--- config.mk ---
export PLATFORM = sky130hd
export DESIGN_NAME = nested_struct_beat_packer_flat
export DESIGN_NICKNAME = d
export VERILOG_FILES = /design/src/rtl/nested_struct_beat_packer_if.sv /design/src/rtl/nested_struct_beat_packer.sv /design/src/flat_wrapper.sv
export SDC_FILE = /design/constraint.sdc
export NUM_CORES = 1
export LEC_CHECK = 0
export BUFFER_PORTS_ARGS = -buffer_cell sky130_fd_sc_hd__buf_2
export CORE_AREA = 2 2 95 97
export DETAILED_ROUTE_END_ITERATION = 6
export DIE_AREA = 0 0 97 99
export PLACE_DENSITY = 0.78
export SLEW_MARGIN = 10
export SYNTH_ARGS = -nofsm -noshare
export SYNTH_HDL_FRONTEND = slang
export SYNTH_SLANG_ARGS = --single-unit
--- constraint.sdc ---
create_clock -name clk -period 10.77 [get_ports clk]
set_input_delay 2.154 -clock clk [delete_from_list [all_inputs] [get_ports clk]]
set_output_delay 2.154 -clock clk [all_outputs]
set_load 0.005 [all_outputs]
--- src/rtl/nested_struct_beat_packer_if.sv ---
// Beat-in / struct-out bus of nested_struct_beat_packer.
// The master modport is the feeder/consumer side; the slave modport is the packer itself.
interface nested_struct_beat_packer_if #(
   parameter int BEAT_W = 16
);
   // Valid/ready: a transfer happens on a rising clk edge where valid and ready are both 1.
   // A source keeps valid and its payload stable until that edge. A sink may drop ready at any time.
   logic              in_valid;
   logic              in_ready;
   logic              in_sof;
   logic [BEAT_W-1:0] in_beat;
   logic              out_valid;
   logic              out_ready;
   logic [61:0]       out_data;
   logic              dbg_collect;
   logic [3:0]        dbg_beat_cnt;

   modport master (
      output in_valid, in_sof, in_beat, out_ready,
      input  in_ready, out_valid, out_data, dbg_collect, dbg_beat_cnt
   );

   modport slave (
      input  in_valid, in_sof, in_beat, out_ready,
      output in_ready, out_valid, out_data, dbg_collect, dbg_beat_cnt
   );
endinterface

--- src/rtl/nested_struct_beat_packer.sv ---
// Packs NUM_BEATS framed MSB-first beats into one 62-bit nested_struct_t word behind a registered valid/ready slot.
// Optional saturating framing-error counter on port err_count when NSBP_ERR_CNT_EN is defined.
module nested_struct_beat_packer #(
   parameter int BEAT_W = 16
) (
   input  logic                           clk,
   input  logic                           rst,
   nested_struct_beat_packer_if.slave     bus
`ifdef NSBP_ERR_CNT_EN
   ,
   output logic [7:0]                     err_count
`endif
);

   localparam int         NUM_BEATS = 64 / BEAT_W;
   localparam int         SHIFT_W   = 64 - BEAT_W;
   localparam logic [3:0] LAST_CNT  = 4'(NUM_BEATS - 1);

   generate
      if (BEAT_W != 8 && BEAT_W != 16 && BEAT_W != 32) begin : g_bad_beat_w
         $error("nested_struct_beat_packer: BEAT_W must be 8, 16 or 32");
      end
   endgenerate

   typedef enum logic {
      IDLE    = 1'b0,
      COLLECT = 1'b1
   } state_t;

   state_t               r_state;
   logic [3:0]           r_beat_cnt;
   logic [SHIFT_W-1:0]   r_shift;
   logic                 r_out_valid;
   logic [61:0]          r_out_data;

   logic                 w_last;
   logic                 w_in_ready;
   logic                 w_accept;
   logic [61:0]          w_frame;

   // A beat completes the frame only when it is the final non-sof beat of a frame in progress.
   assign w_last     = (r_state == COLLECT) && (r_beat_cnt == LAST_CNT) && !bus.in_sof;
   assign w_in_ready = !(w_last && r_out_valid && !bus.out_ready);
   assign w_accept   = bus.in_valid && w_in_ready;
   // Frame bits [63:62] fall off here and are never looked at.
   assign w_frame    = 62'({r_shift, bus.in_beat});

   always_ff @(posedge clk or posedge rst) begin
      if (rst) begin
         r_state     <= IDLE;
         r_beat_cnt  <= '0;
         r_shift     <= '0;
         r_out_valid <= 1'b0;
         r_out_data  <= '0;
      end else begin
         if (w_accept) begin
            if (bus.in_sof) begin
               // Start of frame always restarts, abandoning any partial frame.
               r_shift    <= SHIFT_W'(bus.in_beat);
               r_beat_cnt <= 4'd1;
               r_state    <= COLLECT;
            end else if (r_state == COLLECT) begin
               if (w_last) begin
                  r_out_data <= w_frame;
                  r_beat_cnt <= '0;
                  r_state    <= IDLE;
               end else begin
                  r_shift    <= w_frame[SHIFT_W-1:0];
                  r_beat_cnt <= r_beat_cnt + 4'd1;
               end
            end
         end

         if (w_accept && w_last) begin
            r_out_valid <= 1'b1;
         end else if (r_out_valid && bus.out_ready) begin
            r_out_valid <= 1'b0;
         end
      end
   end

`ifdef NSBP_ERR_CNT_EN
   logic       w_frame_err;
   logic [7:0] r_err_count;

   assign w_frame_err = w_accept &&
                        (((r_state == IDLE) && !bus.in_sof) || ((r_state == COLLECT) && bus.in_sof));

   always_ff @(posedge clk or posedge rst) begin
      if (rst) begin
         r_err_count <= '0;
      end else if (w_frame_err && (r_err_count != 8'hFF)) begin
         r_err_count <= r_err_count + 8'd1;
      end
   end

   assign err_count = r_err_count;
`endif

   assign bus.in_ready     = w_in_ready;
   assign bus.out_valid    = r_out_valid;
   assign bus.out_data     = r_out_data;
   assign bus.dbg_collect  = (r_state == COLLECT);
   assign bus.dbg_beat_cnt = r_beat_cnt;

endmodule

--- src/flat_wrapper.sv ---
// flat-port wrapper written by rule: the top's interface ports become plain ports
module nested_struct_beat_packer_flat 
#(
   parameter int BEAT_W = 16
)
  (clk, rst, bus_in_valid, bus_in_sof, bus_in_beat, bus_out_ready, bus_in_ready, bus_out_valid, bus_out_data, bus_dbg_collect, bus_dbg_beat_cnt);
  nested_struct_beat_packer_if #(.BEAT_W(BEAT_W)) bus_i ();
  input  logic clk;
  input  logic rst;
  input wire logic [$bits(bus_i.in_valid)-1:0] bus_in_valid;
  input wire logic [$bits(bus_i.in_sof)-1:0] bus_in_sof;
  input wire logic [$bits(bus_i.in_beat)-1:0] bus_in_beat;
  input wire logic [$bits(bus_i.out_ready)-1:0] bus_out_ready;
  output wire logic [$bits(bus_i.in_ready)-1:0] bus_in_ready;
  output wire logic [$bits(bus_i.out_valid)-1:0] bus_out_valid;
  output wire logic [$bits(bus_i.out_data)-1:0] bus_out_data;
  output wire logic [$bits(bus_i.dbg_collect)-1:0] bus_dbg_collect;
  output wire logic [$bits(bus_i.dbg_beat_cnt)-1:0] bus_dbg_beat_cnt;
  assign bus_i.in_valid = bus_in_valid;
  assign bus_i.in_sof = bus_in_sof;
  assign bus_i.in_beat = bus_in_beat;
  assign bus_i.out_ready = bus_out_ready;
  assign bus_in_ready = bus_i.in_ready;
  assign bus_out_valid = bus_i.out_valid;
  assign bus_out_data = bus_i.out_data;
  assign bus_dbg_collect = bus_i.dbg_collect;
  assign bus_dbg_beat_cnt = bus_i.dbg_beat_cnt;
  nested_struct_beat_packer #(.BEAT_W(BEAT_W)) u_core (.clk(clk), .rst(rst), .bus(bus_i));
endmodule
==> flow_summary.json <==
{
  "min_period_over_period_pct": 49.1,
  "p_leak_nw": 2.86,
  "path_cells": "buf_2 -> nor3_1 -> nand2_1 -> buf_2",
  "hold_buffers": 0,
  "critPathCaptureType": "output pin",
  "worstPathArrival_ns": 3.14,
  "fp.dieArea_sq_um": 9600,
  "tns_ns": 0,
  "mostFrequentLayoutCells": "dfrtp_1, mux2_2, buf_2",
  "io_buffers": 89,
  "drt-total-wl_um": 8340,
  "nNetsFinal": 413,
  "syn-cell-area_sq_um": 4580,
  "postSynthCellCount": 296,
  "r2r_cells": 5,
  "fp.dieW_um": 97,
  "stdcell_area_sq_um": 5750,
  "clkTransAtPathRegs_ns": 0.05,
  "yosys.area_share.xor_xnor_pct": 0,
  "synth_top_family_by_area": "multiplexers",
  "path_depth": 4,
  "cpPeakStageDelay_ns": 0.59,
  "cts-root-buf": "clkbuf_8",
  "yosys.area.top_type_share_pct": 62.3,
  "fp.dieH_um": 99,
  "gp_congestion": 0.731,
  "synthDistinctLibCells": 30,
  "cts_max_level": 4,
  "grtUsageTotal_pct": 18.8,
  "numPlacedInstances": 480,
  "start_util_pct": 53.6,
  "hpwlAfterDp_um": 5220,
  "place_area_sq_um": 5080,
  "drive_gt1_share_pct": 57.2,
  "cts_buffers": 17,
  "switchingPower_mw": 0.426,
  "hold_viol": 0,
  "synth_compound_area_share_pct": 1.88,
  "final_common_cell": "dfrtp_1",
  "max-slew-margin-rel_pct": 24.3,
  "timing.critical_path.mode_cell": "buf_2",
  "max-clock-path-buffers": 2,
  "crit_type": "in2out",
  "powerDensity_nw_per_um2": 291,
  "drt_iter0_drc": 91,
  "synth_fa_ha_area_share_pct": 0.273,
  "p_comb_share_pct": 21.8,
  "post_cts_buffers": 0,
  "critPathBufInv": 2,
  "vias": 2647,
  "maxCapViolCount": 0,
  "drc": 0,
  "p_int_mw": 1.25,
  "muxShareOfSynthArea_pct": 26.8,
  "worst_pin_slew_ns": 1.13,
  "ant_nets": 0,
  "finalCoreUtilization_pct": 67.3,
  "worstHoldPathType": "reg2reg",
  "fp-row-count": 34,
  "seq_area_frac_synth_pct": 62.3,
  "grt_pass1_vias": 2819,
  "yosys.area.top_type": "dfrtp_1",
  "avgSynthCellArea_sq_um": 15.5,
  "period_minus_slack_ns": 5.29,
  "synth-seq-cells": 114,
  "cts_tree": "yes",
  "p_sw_share_pct": 25.4,
  "ir_drop_mv": 0.143,
  "cts_resized": 0,
  "drt-pass1-iter-count": 4,
  "crit_fanout": 41,
  "drv_slew": 0,
  "grt_pass1_wl_um": 14100,
  "fmax_mhz": 189,
  "via_per_inst": 5.17,
  "rsz0062_at_grt": "false",
  "crit_slowest_cell": "buf_2",
  "finalClockSkew_ns": 0.00808,
  "area_delta_synth_final_pct": 25.5,
  "worstSetupStartpointType": "input port",
  "required_ns": 8.62,
  "grt_start_max_net_pins": 73,
  "hold-path-cell-count": 1,
  "status": "finished, final reports clean",
  "power_frac_seq_pct": 40.6,
  "synthSimpleGateAreaFrac_pct": 6.17,
  "crit_family": "buffers and inverters",
  "yosys-top-cells-area": "dfrtp_1, mux2_2, nor2b_1",
  "pwr-share-clk_pct": 37.5,
  "final_cell_count_no_fill": 512,
  "diodes": 0,
  "clk_latency_ns": 0.51,
  "ios": 90,
  "wl_per_cell_um": 16.3,
  "yosys_warnings": 0,
  "core_sq_um": 8550,
  "syn_nets": 318,
  "setup_viol": 0,
  "clock_sinks": 114,
  "overflow": 0,
  "antenna_found_initial": 0
}
-- cell families (layout without fill, tap and decap cells) --
| group | Yosys count | count (layout) |
|---|---|---|
| AOI/OAI and AO/OA | 11 | 11 |
| and+or+nand+nor | 42 | 42 |
| adders and majority gates | 1 | 1 |
| muxes | 109 | 109 |
| buffers and inverters | 19 | 127 |
| DFF | 114 | 114 |
-- cell type report --
type                       count  area, sq um
clock buffer                  19          442
clock inverter                13          231
fill                         605         2800
inverter                       3         13.8
multi-input combinational    163         1610
sequential                   114         2850
tap                          108          135
timing repair buffer          92          468
-- registers in the layout, summed over array words and instances (netlist names) --
name	flops
u_core.bus.out_data	62
u_core.r_shift	46
u_core.bus.dbg_beat_cnt	4
u_core.bus.dbg_collect	1
u_core.bus.out_valid	1
-- power groups by stage --
| stage | Clock, mW | Sequential [mW] | Combinational (mW) |
|---|---|---|---|
| after floorplan | 0 | 0.679 | 0.217 |
| after global placement | 0 | 0.679 | 0.360 |
| final | 0.628 | 0.680 | 0.366 |
| after CTS | 0.637 | 0.682 | 0.375 |
| after detailed placement | 0 | 0.688 | 0.371 |
| after global routing | 0.656 | 0.705 | 0.404 |
-- worst reg2reg max path: cells and delay by family, from the launching register on --
family,cells,cell delay [ns]
adder cells (fa/ha/maj),1,0.20
buffers and inverters,1,0.66
flip-flops,1,0.40
multiplexers,1,0.46
AND/OR/NAND/NOR,2,1.48
-- cells in the mapped netlist --
library cell	number
a211o_1	1
nor4b_4	1
nor2b_1	31
mux2_1	4
nand3b_1	1
o22ai_1	2
clkbuf_1	6
a22o_1	1
nand2b_1	1
and2_1	1
inv_1	3
nor3b_1	1
buf_2	3
nand4_1	1
dfrtp_1	114
clkbuf_2	1
ha_1	1
o22a_1	1
o31ai_1	2
o31a_1	1
a21o_1	1
a41oi_1	1
mux2_2	104
and4b_1	1
mux2i_1	1
nand2_1	2
a21boi_0	1
buf_6	6
nor3_1	1
or3b_1	1
-- layer usage --
metal	up-vias	wire, um	GRT usage, %
met5	-	0	0
met3	10	457	6.88
met2	60	3980	30.1
met4	0	92	6.61
li1	1238	-	-
met1	1339	3800	24.0
-- metrics by stage --
step / hold WS, ns / setup WS [ns] / total power [mW]
final: 0.479 / 5.48 / 1.67
after global routing: 0.499 / 5.36 / 1.77
after CTS: 0.481 / 5.45 / 1.69
after detailed placement: 0.469 / 5.46 / 1.06
after global placement: 0.464 / 5.49 / 1.04
after floorplan: 0.460 / 5.60 / 0.896
-- worst paths after layout --
| kind | start | endpoint | slack [ns] |
|---|---|---|---|
| setup / recovery | bus_in_sof | bus_in_ready | 5.48 |
| hold / removal | u_core.bus.out_data[48]$_DFFE_PP0P_ | u_core.bus.out_data[48]$_DFFE_PP0P_ | 0.48 |
| setup reg to reg | u_core.bus.dbg_beat_cnt[0]$_DFFE_PP0P_ | u_core.bus.out_data[19]$_DFFE_PP0P_ | 7.43 |
| hold reg to reg | u_core.bus.out_data[48]$_DFFE_PP0P_ | u_core.bus.out_data[48]$_DFFE_PP0P_ | 0.48 |
| max in group asynchronous | rst | u_core.bus.out_data[23]$_DFFE_PP0P_ | 7.82 |
| min in group asynchronous | rst | u_core.bus.out_data[3]$_DFFE_PP0P_ | 1.69 |
(Power assumes the default switching activity.)
